[config.mk]
export PLATFORM = sky130hd
export DESIGN_NAME = ifetch_sequencer
export DESIGN_NICKNAME = d
export VERILOG_FILES = /design/src/rtl/ifetch_sequencer.sv
export SDC_FILE = /design/constraint.sdc
export NUM_CORES = 1
export LEC_CHECK = 0
export CAP_MARGIN = 20
export CORE_MARGIN = 2
export CORE_UTILIZATION = 46
export CTS_BUF_LIST = sky130_fd_sc_hd__clkbuf_16
export CTS_CLUSTER_DIAMETER = 60
export DETAILED_ROUTE_END_ITERATION = 16
export GPL_ROUTABILITY_DRIVEN = 0
export GPL_TIMING_DRIVEN = 0
export PLACE_DENSITY = 0.83
export REMOVE_ABC_BUFFERS = 1
export SLEW_MARGIN = 20
export SYNTH_ARGS = -nofsm -noshare
export SYNTH_HDL_FRONTEND = slang
export SYNTH_SLANG_ARGS = --single-unit
[constraint.sdc]
create_clock -name clk -period 2.85 [get_ports clk]
set_input_delay 0.7125 -clock clk [delete_from_list [all_inputs] [get_ports clk]]
set_output_delay 0.7125 -clock clk [all_outputs]
set_load 0.005 [all_outputs]
[src/rtl/ifetch_sequencer.sv]
// Instruction-fetch sequencer: owns the PC, drives the ROM address, registers
// the fetched word into IF/ID, and lends the ROM to a debug port while halted.
module ifetch_sequencer #(
  parameter int unsigned ADDR_W   = 10,
  parameter logic [31:0] RESET_PC = 32'h0000_0000
) (
  input  logic              clk,
  input  logic              rst,
  input  logic              Stall,
  input  logic              Redirect,
  input  logic [31:0]       RedirectPC,
  input  logic              Halt,
  input  logic              Resume,
  input  logic              DbgReq,
  input  logic [ADDR_W-1:0] DbgAddr,
  output logic              DbgAck,
  output logic [31:0]       DbgData,
  output logic [ADDR_W-1:0] RomAddress,
  input  logic [31:0]       RomData,
  output logic [31:0]       PC_IF,
  output logic [31:0]       IR_IF,
  output logic              Valid_IF,
  output logic              Halted,
  output logic [31:0]       FetchCnt
);

  typedef enum logic [1:0] {StRun, StHalted, StDbg} state_e;

  state_e      state;
  logic [31:0] pc;

  // ROM is borrowed by the debug port only during the single DBG cycle;
  // upper PC bits are dropped so fetches wrap modulo the ROM size.
  assign RomAddress = (state == StDbg) ? DbgAddr : pc[ADDR_W+1:2];

  // Sequencer state, PC, IF/ID register and debug read-back.
  always_ff @(posedge clk) begin
    if (rst) begin
      state    <= StRun;
      pc       <= RESET_PC;
      PC_IF    <= 32'h0;
      IR_IF    <= 32'h0;
      Valid_IF <= 1'b0;
      Halted   <= 1'b0;
      DbgAck   <= 1'b0;
      DbgData  <= 32'h0;
      FetchCnt <= 32'h0;
    end else begin
      DbgAck <= 1'b0;
      case (state)
        StRun: begin
          if (Halt) begin
            // PC holds so fetch resumes exactly where it stopped.
            IR_IF    <= 32'h0;
            Valid_IF <= 1'b0;
            Halted   <= 1'b1;
            state    <= StHalted;
          end else if (Redirect) begin
            // Wrong-path word is dropped even when a stall is pending.
            pc       <= RedirectPC;
            IR_IF    <= 32'h0;
            Valid_IF <= 1'b0;
          end else if (!Stall) begin
            IR_IF    <= RomData;
            PC_IF    <= pc;
            Valid_IF <= 1'b1;
            pc       <= pc + 32'd4;
            FetchCnt <= FetchCnt + 32'd1;
          end
        end
        StHalted: begin
          // A Resume coinciding with DbgReq is intentionally dropped.
          if (DbgReq) begin
            state <= StDbg;
          end else if (Resume) begin
            state  <= StRun;
            Halted <= 1'b0;
          end
        end
        StDbg: begin
          DbgData <= RomData;
          DbgAck  <= 1'b1;
          state   <= StHalted;
        end
        default: begin
          state <= StRun;
        end
      endcase
    end
  end

endmodule

==> results by group <==
Run status
  – Status: finished clean

Worst setup path
  – Worst-path cell chain: clkdlybuf4s50_1 -> or3_1 -> nor3_4 -> buf_8 -> buf_16 -> buf_16 -> buf_6 -> a22oi_1 -> nor2_1
  – Critical Path Fanout Max: 20
  – Delay of the slowest cell on the worst path: 0.58 ns
  – CP Class: input port to flop
  – Worst EP required: 3.20 ns
  – Slowest library cell on the worst path: clkdlybuf4s50_1
  – CP arrival: 3.09 ns
  – R2R depth: 6
  – Worst Setup SP: Halt
  – Reg2reg start: pc[2]$_SDFFE_PP0P_
  – Crit path top cell by count: buf_16
  – RR Endpoint: pc[24]$_SDFFE_PP0P_
  – Crit. End Element: flop
  – CP Launch Type: input port
  – Setup slack, reg-to-reg: about 0.50 ns

Yosys
  – Synth Cell Area: a little over 0.007 mm^2
  – Ys flop type: dfxtp_1
  – Ys async rst share: 0
  – Flops & latches, synth: between 150 and 200
  – Synth area leader: dfxtp_1
  – Post-synth EDFFs: 0
  – Post-synth top area share: 0.4665
  – Cells after synthesis: approximately 900
  – Synth Area per Inst: about 8 um^2
  – Seq/Total Area, Yosys: 0.4665
  – YS warnings: 0
  – Synth cell types: 59
  – Top cells by area, synth: dfxtp_1 (47%), nand2_1 (11%), a21oi_1 (6.0%)

Die
  – Core Region: 0.01515 mm^2
  – Ports: approximately 220
  – Initial Util: 0.4675
  – Die area: about 0.016 mm^2
  – Num rows: 45
  – Die width: between 100 and 150 um
  – Die H: ~130 um

Placed design
  – I/O Buffers: 221
  – Placed cell count: around 1200
  – Final HPWL DP: ~15000 um

Pwr
  – Power share of the combinational group: 0.100
  – Pint: between 3000 and 4000 uW
  – Clock power share: 0.435
  – NetSw: around 1300 uW
  – Pleak: roughly 0.0035 uW
  – Switching share of power: 0.2486
  – Max IR drop VDD: approximately 0.37 mV
  – Final total power: ~5200 uW
  – Sequential power share: 0.466
  – Power density cells: 515.7 mW/mm^2

GRT
  – GRT Util Overall: 0.2564
  – Vias in the first global route: approximately 6700
  – Initial antenna violation count: 1
  – Overflow after GRT: 0
  – First-pass GRT wire length: ~34000 um
  – Largest net degree at the start of global routing: 90

STA
  – Measured slew at the worst slew-check pin: ~0.85 ns
  – Fmax: about 370 MHz
  – Final hold vios: 0
  – Pins Over Slew Limit: 0
  – Slew headroom: 0.4268
  – RSZ-0062 raised after global routing: false
  – Setup Skew: between 0.008 and 0.009 ns
  – Period Utilization, post-route: 0.9595
  – Min cycle time layout: about 2.7 ns
  – # setup viols final: 0

Clock network
  – Num CTS Buffers: 17
  – Hold-fix buffers at CTS: 0
  – CTS max path bufs: 2
  – H-tree levels: 4
  – Clock sinks: ~170
  – Worst-skew pair later-pin latency: between 0.4 and 0.5 ns
  – TritonCTS clock tree: done
  – Clock root cell: clkbuf_16
  – Clock Pin Slew Worst Setup and Hold Paths: ~0.070 ns

Final layout
  – Fin util: 0.6679
  – Register area: 0.003308 mm^2
  – Final #Nets: about 1200
  – Layout area overhead: 42.87%
  – Share of cells above drive strength 1: 0.06169
  – Fillers: about 1200
  – Final std cells w/o fill: 1275
  – Multi-input logic area: ~0.0035 mm^2

Route
  – TritonRoute pass-1 iters: 5
  – # DRC: 0
  – Iteration-0 DRC count of the detailed router: between 500 and 600
  – Vias per cell: about 5.5
  – Routed length per instance: 16.75 um
  – Antenna viol nets, final: 0
  – Vias: roughly 7000
  – WL final: 21350 um

Job
  – Max-cap violations: 0

Worst hold path
  – Worst Hold Endpoint: PC_IF[29]$_SDFFE_PP0P_
  – HP Class: flop to flop
  – Hold Path Depth: 2
  – Min-delay src: PC_IF[29]$_SDFFE_PP0P_
==> Yosys cell counts (3+ instances only) <==
cell      number
a22oi_1       36
nor4_1         7
mux2i_1        5
o31ai_1        4
and4_1         7
nor2b_1        5
xor2_1        12
buf_2          7
dfxtp_1      165
a21oi_1       85
or4_1          3
a32o_1         5
inv_1          4
nor2_1        97
and3_1        10
or3_1          4
a31oi_1        9
nand4_1       29
a211oi_1       6
mux2_2         3
nand2b_1       3
a22o_1         4
o21ai_0       11
o22ai_1        3
xnor2_1       12
nand3b_1       3
a21o_1         7
nor4_4         3
nand2_1      201
nand3_1       33
nor3_1        13
o211ai_1       3
clkbuf_1      53
==> placed cells by master (no fill, tap or decap), types with 4 or more instances in the layout <==
cell	count
clkdlybuf4s50_1	219
nand2_1	199
dfxtp_1	163
nor2_1	94
a21oi_1	85
a22oi_1	36
nand3_1	33
nand4_1	29
clkbuf_16	17
nor3_1	12
xor2_1	12
xnor2_1	12
o21ai_0	11
and3_1	10
a31oi_1	9
nor4_1	7
a21o_1	7
and4_1	7
a211oi_1	6
mux2i_1	5
nor2b_1	5
a32o_1	5
inv_1	4
or3_1	4
o31ai_1	4
a22o_1	4
clkinv_4	4
buf_16	4
==> registers in the layout (all words and copies together), names as in the netlist <==
signal / flops
DbgAck: 1
DbgData: 32
FetchCnt: 32
Halted: 1
IR_IF: 32
PC_IF: 32
Valid_IF: 1
pc: 32
state: 2
==> cell type report <==
cell class	count	share of cell area
Tap cell	188	0.02325
Timing Repair Buffer	233	0.2403
Clock inverter	15	0.01521
Inverter	4	0.001484
Antenna cell	1	0.0002474
Sequential cell	165	0.3270
Multi-Input combinational cell	652	0.3504
Clock buffer	17	0.04205
==> layer usage <==
layer / share of wire / track usage / up-vias / routed length [um]
li1: - / - / 3478 / -
met1: 0.42 / 0.3002 / 3312 / 8955
met2: 0.48 / 0.4256 / 221 / 10180
met3: 0.081 / 0.09516 / 30 / 1720
met4: 0.023 / 0.1041 / 0 / 489
met5: 0 / 0 / - / 0
==> worst max-delay path, delay by kind of cell <==
family	cells	cell delay [ns]
AO/OA/AOI/OAI	1	0.13
buffers and inverters	5	1.32
AND/OR/NAND/NOR	3	0.91
==> power by group through the flow <==
stage               Clock (uW)  Combinational [uW]  Sequential (uW)
floorplan                    0                 174             2460
global placement             0                 479             2480
detailed placement           0                 513             2480
CTS                       2300                 519             2430
global route              2400                 564             2440
finish                    2270                 520             2430
==> per-stage QoR <==
stage	setup TNS [ns]	setup slack (ns)	area (um^2)	hold slack [ns]
finish	0	0.1154	10120	0.4516
global route	0	0.02707	10120	0.4719
CTS	0	0.04548	10100	0.4538
detailed placement	-13.61	-0.5332	9502	0.4462
global placement	-569.19	-4.377	9263	0.4408
floorplan	-47.98	-0.8239	6815	0.4260
==> how the worst max path moves through the flow <==
stage / endpoint / slack, ns
after global placement: pc[19]$_SDFFE_PP0P_ / -4.38
after detailed placement: pc[10]$_SDFFE_PP0P_ / -0.53
after floorplan: FetchCnt[2]$_SDFFE_PP0P_ / -0.82
final: IR_IF[30]$_SDFFE_PP0P_ / 0.12
after global routing: PC_IF[10]$_SDFFE_PP0P_ / 0.03
after CTS: RomAddress[0] / 0.05
==> timing repair <==
action / in CTS / in global routing
pin swaps: 1 / 1
endpoints found under the setup margin: 16 / 16
resized for setup: 4 / 3
buffers inserted: 1 / 1
==> kinds of logic (layout without fill, tap and decap cells) <==
logic type	after synthesis	count (layout)	share of synthesized area
other cells	0	1	0
xor+xnor	24	24	0.02969
compound gates	184	184	0.1629
fa+ha+maj	2	2	0.003534
simple gates	434	434	0.2859
buf+inv	68	269	0.03958
mux	8	8	0.01184
flops	165	165	0.4665
Power figures use the tool's default switching activity.
